[src/rtl/mem_ctrl_pkg.sv]
// Shared types and encodings for the byte/word RAM front-end controller.
package mem_ctrl_pkg;

   typedef enum logic [2:0] {
      ST_IDLE,
      ST_B0,
      ST_B1,
      ST_RD_LAST,
      ST_RESP,
      ST_ERR
   } state_e;

   localparam logic SIZE_BYTE = 1'b0;
   localparam logic SIZE_WORD = 1'b1;

   localparam logic RW_READ  = 1'b0;
   localparam logic RW_WRITE = 1'b1;

   localparam int MEM_DEPTH_DEFAULT = 512;

endpackage

[src/rtl/mem_word_ctrl.sv]
// Splits byte/word requests into little-endian byte accesses on an 8-bit RAM; 2-4 edges accept->response.
// One request in flight: req_ready low until the response handshakes; rsp_ready low stalls in RESP indefinitely.
module mem_word_ctrl
   import mem_ctrl_pkg::*;
#(
   parameter int ADDR_W    = 10,
   parameter int MEM_DEPTH = MEM_DEPTH_DEFAULT,
   parameter int DATA_W    = 8
) (
   input  logic                  clk,
   input  logic                  rst_n,
   input  logic                  req_valid,
   output logic                  req_ready,
   input  logic                  req_we,
   input  logic                  req_size,
   input  logic [ADDR_W-1:0]     req_addr,
   input  logic [2*DATA_W-1:0]   req_wdata,
   output logic                  rsp_valid,
   input  logic                  rsp_ready,
   output logic [2*DATA_W-1:0]   rsp_rdata,
   output logic                  rsp_err,
   output logic                  mem_rw_select,
   output logic [ADDR_W-1:0]     mem_address,
   output logic [DATA_W-1:0]     mem_data_in,
   input  logic [DATA_W-1:0]     mem_data_out
);

   state_e                state_q;
   logic                  req_ready_q;
   logic                  rsp_valid_q;
   logic [2*DATA_W-1:0]   rsp_rdata_q;
   logic                  rsp_err_q;
   logic                  mem_rw_q;
   logic [ADDR_W-1:0]     mem_addr_q;
   logic [DATA_W-1:0]     mem_din_q;

   logic                  we_q;
   logic                  size_q;
   logic [ADDR_W-1:0]     addr_q;
   logic [DATA_W-1:0]     wdata_hi_q;

   // Last byte touched by the request, one bit wider so 0x3FF+1 cannot wrap into range.
   logic [ADDR_W:0]       last_addr;
   logic                  range_err;

   assign last_addr = {1'b0, req_addr} + {{ADDR_W{1'b0}}, req_size};
   assign range_err = (last_addr >= (ADDR_W+1)'(MEM_DEPTH));

   always_ff @(posedge clk or negedge rst_n) begin
      if (!rst_n) begin
         state_q     <= ST_IDLE;
         req_ready_q <= 1'b0;
         rsp_valid_q <= 1'b0;
         rsp_rdata_q <= '0;
         rsp_err_q   <= 1'b0;
         mem_rw_q    <= RW_READ;
         mem_addr_q  <= '0;
         mem_din_q   <= '0;
         we_q        <= RW_READ;
         size_q      <= SIZE_BYTE;
         addr_q      <= '0;
         wdata_hi_q  <= '0;
      end else begin
         case (state_q)
            ST_IDLE: begin
               req_ready_q <= 1'b1;
               if (req_valid && req_ready_q) begin
                  req_ready_q <= 1'b0;
                  we_q        <= req_we;
                  size_q      <= req_size;
                  addr_q      <= req_addr;
                  wdata_hi_q  <= req_wdata[2*DATA_W-1:DATA_W];
                  rsp_rdata_q <= '0;
                  rsp_err_q   <= 1'b0;
                  if (range_err) begin
                     state_q <= ST_ERR;
                  end else begin
                     state_q    <= ST_B0;
                     mem_addr_q <= req_addr;
                     mem_rw_q   <= req_we;
                     mem_din_q  <= req_wdata[DATA_W-1:0];
                  end
               end
            end
            ST_B0: begin
               if (size_q == SIZE_WORD) begin
                  state_q    <= ST_B1;
                  mem_addr_q <= addr_q + ADDR_W'(1);
                  mem_din_q  <= wdata_hi_q;
               end else if (we_q == RW_WRITE) begin
                  state_q     <= ST_RESP;
                  mem_rw_q    <= RW_READ;
                  rsp_valid_q <= 1'b1;
               end else begin
                  state_q  <= ST_RD_LAST;
                  mem_rw_q <= RW_READ;
               end
            end
            ST_B1: begin
               // RAM read latency: byte 0 is on mem_data_out while byte 1 is being addressed.
               if (we_q == RW_WRITE) begin
                  state_q     <= ST_RESP;
                  mem_rw_q    <= RW_READ;
                  rsp_valid_q <= 1'b1;
               end else begin
                  state_q                  <= ST_RD_LAST;
                  mem_rw_q                 <= RW_READ;
                  rsp_rdata_q[DATA_W-1:0]  <= mem_data_out;
               end
            end
            ST_RD_LAST: begin
               if (size_q == SIZE_WORD) begin
                  rsp_rdata_q[2*DATA_W-1:DATA_W] <= mem_data_out;
               end else begin
                  rsp_rdata_q[DATA_W-1:0] <= mem_data_out;
               end
               mem_rw_q    <= RW_READ;
               state_q     <= ST_RESP;
               rsp_valid_q <= 1'b1;
            end
            ST_ERR: begin
               state_q     <= ST_RESP;
               rsp_err_q   <= 1'b1;
               rsp_valid_q <= 1'b1;
            end
            ST_RESP: begin
               if (rsp_ready) begin
                  rsp_valid_q <= 1'b0;
                  req_ready_q <= 1'b1;
                  state_q     <= ST_IDLE;
               end
            end
            default: begin
               state_q     <= ST_IDLE;
               mem_rw_q    <= RW_READ;
               rsp_valid_q <= 1'b0;
            end
         endcase
      end
   end

   assign req_ready     = req_ready_q;
   assign rsp_valid     = rsp_valid_q;
   assign rsp_rdata     = rsp_rdata_q;
   assign rsp_err       = rsp_err_q;
   assign mem_rw_select = mem_rw_q;
   assign mem_address   = mem_addr_q;
   assign mem_data_in   = mem_din_q;

endmodule

[config.mk]
export PLATFORM = sky130hd
export DESIGN_NAME = mem_word_ctrl
export DESIGN_NICKNAME = d
export VERILOG_FILES = /design/src/rtl/mem_ctrl_pkg.sv /design/src/rtl/mem_word_ctrl.sv
export SDC_FILE = /design/constraint.sdc
export NUM_CORES = 1
export LEC_CHECK = 0
export CAP_MARGIN = 15
export CORE_ASPECT_RATIO = 0.8
export CORE_MARGIN = 4
export CORE_UTILIZATION = 35
export DETAILED_ROUTE_END_ITERATION = 8
export SLEW_MARGIN = 20
export SYNTH_ARGS = -nofsm -noshare
export SYNTH_HDL_FRONTEND = slang
export SYNTH_SLANG_ARGS = --single-unit
[constraint.sdc]
create_clock -name clk -period 2.85 [get_ports clk]
set_input_delay 0.57 -clock clk [delete_from_list [all_inputs] [get_ports clk]]
set_output_delay 0.57 -clock clk [all_outputs]
set_load 0.05 [all_outputs]
==> out/qor.txt, run 1 <==
ROUTE
-------------------------------------------------------------------------------------------------
Total wire length                                                                         7350 um
DRC viols                                                                                       0
Via density per instance                                                                     4.87
Vias after detailed routing                                                                  2394
Post-DRT Antenna Nets                                                                           0
Detailed-route wire length per cell                                                       14.9 um
Iteration-0 DRC Markers                                                                       105
First-pass iteration count of the detailed router                                               4

SYNTHESIS
-------------------------------------------------------------------------------------------------
Portion of the post-synthesis area used by sequential elements                              50.7%
Area share of the leading cell type in the synthesized netlist                              50.7%
Syn Inst Count                                                                                291
Number of warnings issued by yosys                                                              0
Post-synth top flop                                                                       dfrtp_1
Async set-reset flop share out of synthesis                                                  100%
Number of distinct library cell variants in the gate-level netlist after synthesis             38
Synth area leader                                                                         dfrtp_1
Syn_area_per_cell                                                                        10.3 um2
Number of synthesized flops with an enable pin                                                  0
Synthesized area                                                                         3010 um2
Top area cells in the synthesized netlist                                            dfrtp_1 51%, mux2_2 13%, nand2_1 5.7%
Cell with the most instances after synthesis                                              dfrtp_1
Count of state elements after synthesis                                                        61
Net count of the mapped netlist                                                               334
Ranking of synthesized cells by instance count                                       61 x dfrtp_1, 46 x nand2_1, 36 x mux2_2, 20 x inv_1, 20 x o21ai_0

PLACED DESIGN
-------------------------------------------------------------------------------------------------
Gp weighted congestion                                                                      0.749
Number of buffer cells added on primary ports                                                  77
Placement Setup Slack                                                                   -0.208 ns
Hpwl dp                                                                                   5180 um
Total placed instance area                                                               4000 um2

CRITICAL PATH
-------------------------------------------------------------------------------------------------
Endpoint kind of the worst setup timing path                                                 flop
FF-to-FF Start                                                                          req_ready
Source of the critical timing path                                                       req_size
Bufs and invs on worst path                                                                     2
Class of the most critical setup path                                                input pin to flop
Startpoint types                                                                        input pin
Most Frequent Cell on Critical Path                                                          ha_1
Delay of the slowest cell on the worst path                                               0.45 ns
Data required, critical path                                                              3.07 ns
Crit path cell chain                                                                 clkdlybuf4s50_1 > ha_1 > ha_1 > nand4b_1 > or4_4 > a311oi_4 > buf_12 > mux2_2
Highest net fanout along the worst path                                                        18
Worst-path cell with the longest stage delay                                                or4_4
Crit path max-delay family                                                           buffers and inverters
Worst EP arrival                                                                          2.91 ns

POWER
-------------------------------------------------------------------------------------------------
Final Power                                                                               5.23 mW
Power density cells                                                                   1230 nW/um2
Peak VDD IR                                                                              0.730 mV
Leak pwr                                                                                  1.76 nW

TIMING
-------------------------------------------------------------------------------------------------
Min Clock Period, post-route                                                              2.70 ns
Worst setup slack after layout                                                           0.155 ns
Slew HR                                                                                     57.1%
# setup viols final                                                                             0
Worst Tran Pin Value                                                                     0.644 ns
Hold slack                                                                               0.257 ns
Final-layout setup total negative slack                                                      0 ns
Total count of hold-check failures in the final report                                          0
Maximum clock rate                                                                      0.371 GHz
Number of max-slew violations in the final report                                               0
Ratio of final minimum period to clock period                                               94.6%
Unrepaired setup endpoints after global routing                                             false
Post-Route Skew                                                                        0.00782 ns

FLOORPLANNING
-------------------------------------------------------------------------------------------------
Core outline area                                                                        8160 um2
Die Ht                                                                                    91.0 um
Floorplan die width                                                                        112 um
DIE AREA                                                                                10200 um2
Boundary Pins                                                                                  78
Initial core utilization                                                                    36.9%
Placement row count                                                                            29

HOLD PATH
-------------------------------------------------------------------------------------------------
Class of the most critical hold timing path                                          input pin to async pin

GLOBAL ROUTING
-------------------------------------------------------------------------------------------------
Global-route usage over all layers                                                          15.3%
Maximum number of pins on one net before global-route repair                                   36
Number of global-route vias before repair                                                    2533
Global-route congestion overflow total                                                          0
Initial antenna violation count                                                                 0
Wire length of the first global-routing pass                                             12700 um

CLOCK TREE
-------------------------------------------------------------------------------------------------
Number of H-tree levels                                                                         3
Clock slew seen by the registers of the worst setup and hold paths                        0.07 ns
Clock root cell                                                                          clkbuf_8
Count of cells resized by post-cts repair                                                       0
CTS Hold Buffers Added                                                                          0
Clk sinks                                                                                      61
Worst-case clock buffer depth                                                                   2
Latest clock arrival within the worst-skew pair                                           0.34 ns
# Post-CTS Setup Buffers                                                                        0
TritonCTS clock tree                                                                         done
Number of CTS-inserted buffers                                                                  9

FINAL LAYOUT
-------------------------------------------------------------------------------------------------
Total Nets Final                                                                              423
Number of antenna cells inserted                                                                0
Fraction of layout instances using a drive strength above 1                                 18.5%
Number of fill cells in the layout                                                            780
Design Area, Final                                                                       4230 um2
Post-synthesis to final-layout area growth                                                  40.5%

RUN STATUS
-------------------------------------------------------------------------------------------------
Result of the run                                                                    finished, final reports clean

JOB
-------------------------------------------------------------------------------------------------
Max capacitance violation total                                                                 0

==> metal layers <==
layer | wire (um) | GRT usage (%) | part of all wire, %
met5 | 0 | 0 | 0
met4 | 15 | 3.95 | 0.20
met3 | 389 | 5.51 | 5.3
met2 | 3280 | 23.1 | 45
met1 | 3660 | 21.1 | 50
==> worst paths after layout <==
path,to,cells after the start,slack (ns)
setup / recovery,mem_address[3],8,0.15
hold / removal,mem_data_in[3],1,0.26
max in group asynchronous,state_q[0],2,1.97
setup reg to reg,mem_address[3],5,0.80
hold reg to reg,mem_address[4],1,0.51
min in group clk,mem_address[4],1,0.51
==> area by class of cell <==
type	count	area, um2	area share (%)
Clock buffer	12	165	3.90
Timing Repair Buffer	92	916	21.6
Multi-Input combinational cell	196	1350	31.8
Tap cell	108	135	3.19
Inverter	20	75.1	1.77
Sequential cell	61	1530	36.1
Clock inverter	3	67.6	1.60
==> where the power goes <==
group / total (mW) / leakage, nW / internal [mW] / switching [mW]
Sequential: 1.63 / 0.757 / 1.27 / 0.362
Clock: 0.897 / 0.115 / 0.559 / 0.337
Combinational: 2.70 / 0.893 / 1.16 / 1.54
==> metrics by stage <==
stage | cells | utilization (%)
after floorplan | 291 | -
after global placement | 477 | 49.0
after detailed placement | 477 | 49.0
after CTS | 492 | 51.8
after global routing | 492 | 51.8
final | 492 | 51.8
==> worst register-to-register path: cells and delay by family (launching register included) <==
family          cells  cell delay [ns]
flops               1             0.47
buf+inv             1             0.20
mux                 1             0.35
simple gates        2             0.57
compound gates      1             0.34
==> kinds of logic (layout without fill, tap and decap cells) <==
kind of cell,count (synthesis),in the layout,synth area share (%)
AOI/OAI and AO/OA,54,54,11.6
xor gates and xnor gates,3,3,0.873
adders and majority gates,3,3,1.25
buffers and inverters,34,127,4.57
DFF,61,61,50.7
muxes,45,45,16.5
and+or+nand+nor,91,91,14.5
==> cell usage in the layout (no fill, tap or decap), types with 4 or more instances in the layout <==
cell	synthesis	final
clkdlybuf4s50_1	0	76
a21o_1	4	4
o21ai_0	20	20
clkbuf_8	0	12
a31oi_1	6	6
buf_4	0	12
dfrtp_1	61	61
mux2_2	36	36
a21oi_1	8	8
nand2b_1	6	6
nor2_1	11	11
nand3_1	7	7
o211ai_1	8	8
mux2i_1	9	9
inv_1	20	20
nand2_1	46	46
==> flip-flops by register name (all words and copies together) (netlist names), 3 cells and up <==
| signal | count |
|---|---|
| addr_q | 10 |
| mem_address | 10 |
| mem_data_in | 8 |
| rsp_rdata | 16 |
| state_q | 3 |
| wdata_hi_q | 8 |
No activity file was read; power rests on OpenSTA's default activity.
==> run 2: changes to the inputs <==
--- a/config.mk
+++ b/config.mk
@@ -10,6 +10,7 @@
 export CORE_MARGIN = 4
 export CORE_UTILIZATION = 35
 export DETAILED_ROUTE_END_ITERATION = 8
+export SKIP_CTS_REPAIR_TIMING = 1
 export SLEW_MARGIN = 20
 export SYNTH_ARGS = -nofsm -noshare
 export SYNTH_HDL_FRONTEND = slang
==> results of run 2 <==
Same layout as run 1: the final DEF is identical, and so are final timing and power.
==> run 3: changes to the inputs <==
--- a/config.mk
+++ b/config.mk
@@ -6,8 +6,8 @@
 export NUM_CORES = 1
 export LEC_CHECK = 0
 export CAP_MARGIN = 15
-export CORE_ASPECT_RATIO = 0.8
-export CORE_MARGIN = 4
+export CORE_ASPECT_RATIO = 0.7
+export CORE_MARGIN = 2
 export CORE_UTILIZATION = 35
 export DETAILED_ROUTE_END_ITERATION = 8
 export SKIP_CTS_REPAIR_TIMING = 1
==> out/qor.txt, run 3 (synthesis gave the netlist of run 1 again) <==
CRITICAL PATH
-------------------------------------------------------------------------------------
Source of the critical timing path                                           req_size
Most Frequent Cell on Critical Path                                              ha_1
Crit path cell chain                                                     clkdlybuf4s50_1 > ha_1 > ha_1 > nand4b_1 > or4_4 > a311oi_4 > buf_12 > mux2_2
Class of the most critical setup path                                    input pin to flop
Startpoint types                                                            input pin
End point of the critical path                                           mem_data_in[7]
FF-to-FF Start                                                             state_q[0]
Delay of the slowest cell on the worst path                                   0.45 ns
End of the worst register-to-register path                               wdata_hi_q[4]
Worst-path cell with the longest stage delay                                    or4_4
Highest net fanout along the worst path                                            18
Endpoint kind of the worst setup timing path                                     flop
Worst reg2reg setup slack                                                     0.58 ns
Number of cell instances on the worst register-to-register path                     4
Data required, critical path                                                  3.05 ns
Worst EP arrival                                                              2.91 ns

FINAL LAYOUT
-------------------------------------------------------------------------------------
Most frequent standard cell in the layout excluding fill and tap cells   clkdlybuf4s50_1
Utilization after layout                                                        51.5%
Number of antenna cells inserted                                                    0
Design Area, Final                                                           4330 um2
Number of fill cells in the layout                                                808
Sequential cell area in the final layout                                     1530 um2
Final non-filler cell total                                                       490
Flip-flop count of the largest register, all copies and words added                16
Post-synthesis to final-layout area growth                                      43.9%
Fraction of layout instances using a drive strength above 1                     18.7%
Total Nets Final                                                                  423
Multi-input gate area in the final layout                                    1350 um2
Most used cells in the layout excluding fill and tap cells               76 x clkdlybuf4s50_1, 61 x dfrtp_1, 46 x nand2_1

PLACED DESIGN
-------------------------------------------------------------------------------------
# placed instances                                                                474
Number of buffer cells added on primary ports                                      77
Total placed instance area                                                   3980 um2
Placement Setup Slack                                                       -0.203 ns
Gp weighted congestion                                                          0.774
Hpwl dp                                                                       5180 um

CLOCK TREE
-------------------------------------------------------------------------------------
Clock root cell                                                             clkbuf_16
Clk sinks                                                                          61
Number of H-tree levels                                                             3
Worst-case clock buffer depth                                                       2
Number of CTS-inserted buffers                                                      9
TritonCTS clock tree                                                             done
Latest clock arrival within the worst-skew pair                               0.32 ns
Clock slew seen by the registers of the worst setup and hold paths            0.05 ns

GLOBAL ROUTING
-------------------------------------------------------------------------------------
Global-route congestion overflow total                                              0
Initial antenna violation count                                                     0
Maximum number of pins on one net before global-route repair                       34
Wire length of the first global-routing pass                                 11500 um
Global-route usage over all layers                                              16.2%
Number of global-route vias before repair                                        2334

FLOORPLANNING
-------------------------------------------------------------------------------------
Placement row count                                                                28
Floorplan die width                                                            115 um
Core outline area                                                            8410 um2
Boundary Pins                                                                      78
Die Ht                                                                        81.6 um
Initial core utilization                                                        35.8%
DIE AREA                                                                     9370 um2

ROUTE
-------------------------------------------------------------------------------------
Vias after detailed routing                                                      2422
Post-DRT Antenna Nets                                                               0
Total wire length                                                             7220 um
First-pass iteration count of the detailed router                                   4
Iteration-0 DRC Markers                                                            99
Via density per instance                                                         4.94
Detailed-route wire length per cell                                           14.7 um
DRC viols                                                                           0

TIMING
-------------------------------------------------------------------------------------
Number of max-slew violations in the final report                                   0
Maximum clock rate                                                          0.369 GHz
Slew HR                                                                         53.9%
Worst Tran Pin Value                                                         0.692 ns
Final-layout setup total negative slack                                          0 ns
Min Clock Period, post-route                                                  2.71 ns
Hold slack                                                                   0.292 ns
Unrepaired setup endpoints after global routing                                 false
Ratio of final minimum period to clock period                                   95.0%
Total count of hold-check failures in the final report                              0
# setup viols final                                                                 0
Post-Route Skew                                                            0.00553 ns
Worst setup slack after layout                                               0.142 ns

POWER
-------------------------------------------------------------------------------------
Comb power frac                                                                 48.7%
Peak VDD IR                                                                  0.448 mV
Psw                                                                           2.29 mW
Power Internal                                                                3.29 mW
Final Power                                                                   5.58 mW
Share of total power in the clock network                                       22.6%
Power share of the sequential group                                             28.7%
Leak pwr                                                                      1.81 nW
Power density cells                                                       1290 nW/um2
Proportion of total power due to net switching                                  41.1%

JOB
-------------------------------------------------------------------------------------
Max capacitance violation total                                                     0

RUN STATUS
-------------------------------------------------------------------------------------
Result of the run                                                        finished, final reports clean

HOLD PATH
-------------------------------------------------------------------------------------
Class of the most critical hold timing path                              input pin to async pin

-- run 3: worst min-delay path by stage --
| stage | from | endpoint | slack, ns | depth (start not counted) |
|---|---|---|---|---|
| 3_5_place_dp | wdata_hi_q[6] | wdata_hi_q[6] | 0.50 | 1 |
| 3_3_place_gp | wdata_hi_q[5] | wdata_hi_q[5] | 0.49 | 1 |
| 6_report | rst_n | rsp_rdata[0] | 0.29 | 1 |
| 5_1_grt | rst_n | rsp_rdata[6] | 0.34 | 1 |
| 4_1_cts | rst_n | rsp_rdata[0] | 0.31 | 1 |
| 2_1_floorplan | rst_n | addr_q[0] | 0.27 | 0 |
-- run 3: layout make-up --
type,count,area share (%)
repair buffers,92,20.8
inverters,20,1.73
flip-flops and latches,61,35.2
clock inverters,6,2.54
clock buffers,10,5.52
multi-input cells,196,31.1
well taps,105,3.03
-- run 3: metal layers --
layer  vias to the layer above  global-route usage, %  part of all wire, %
met4                         0                   6.02                  1.3
met1                      1149                   22.5                   50
met5                         -                      0                    0
met2                        74                   23.6                   42
li1                       1188                      -                    -
met3                        11                   5.09                  6.2
-- run 3: critical path, delay by kind of cell --
kind | cells | cell delay, ns
AOI/OAI and AO/OA | 1 | 0.34
adders and majority gates | 2 | 0.40
buffers and inverters | 2 | 0.62
muxes | 1 | 0.35
and+or+nand+nor | 2 | 0.61
-- run 3: power by group through the flow --
stage               Sequential [mW]  Clock, mW  Combinational, mW
detailed placement             1.61          0               2.74
CTS                            1.60       1.28               2.74
global route                   1.67       1.33               2.91
finish                         1.60       1.26               2.72
floorplan                      2.30          0               1.15
global placement               1.61          0               2.69
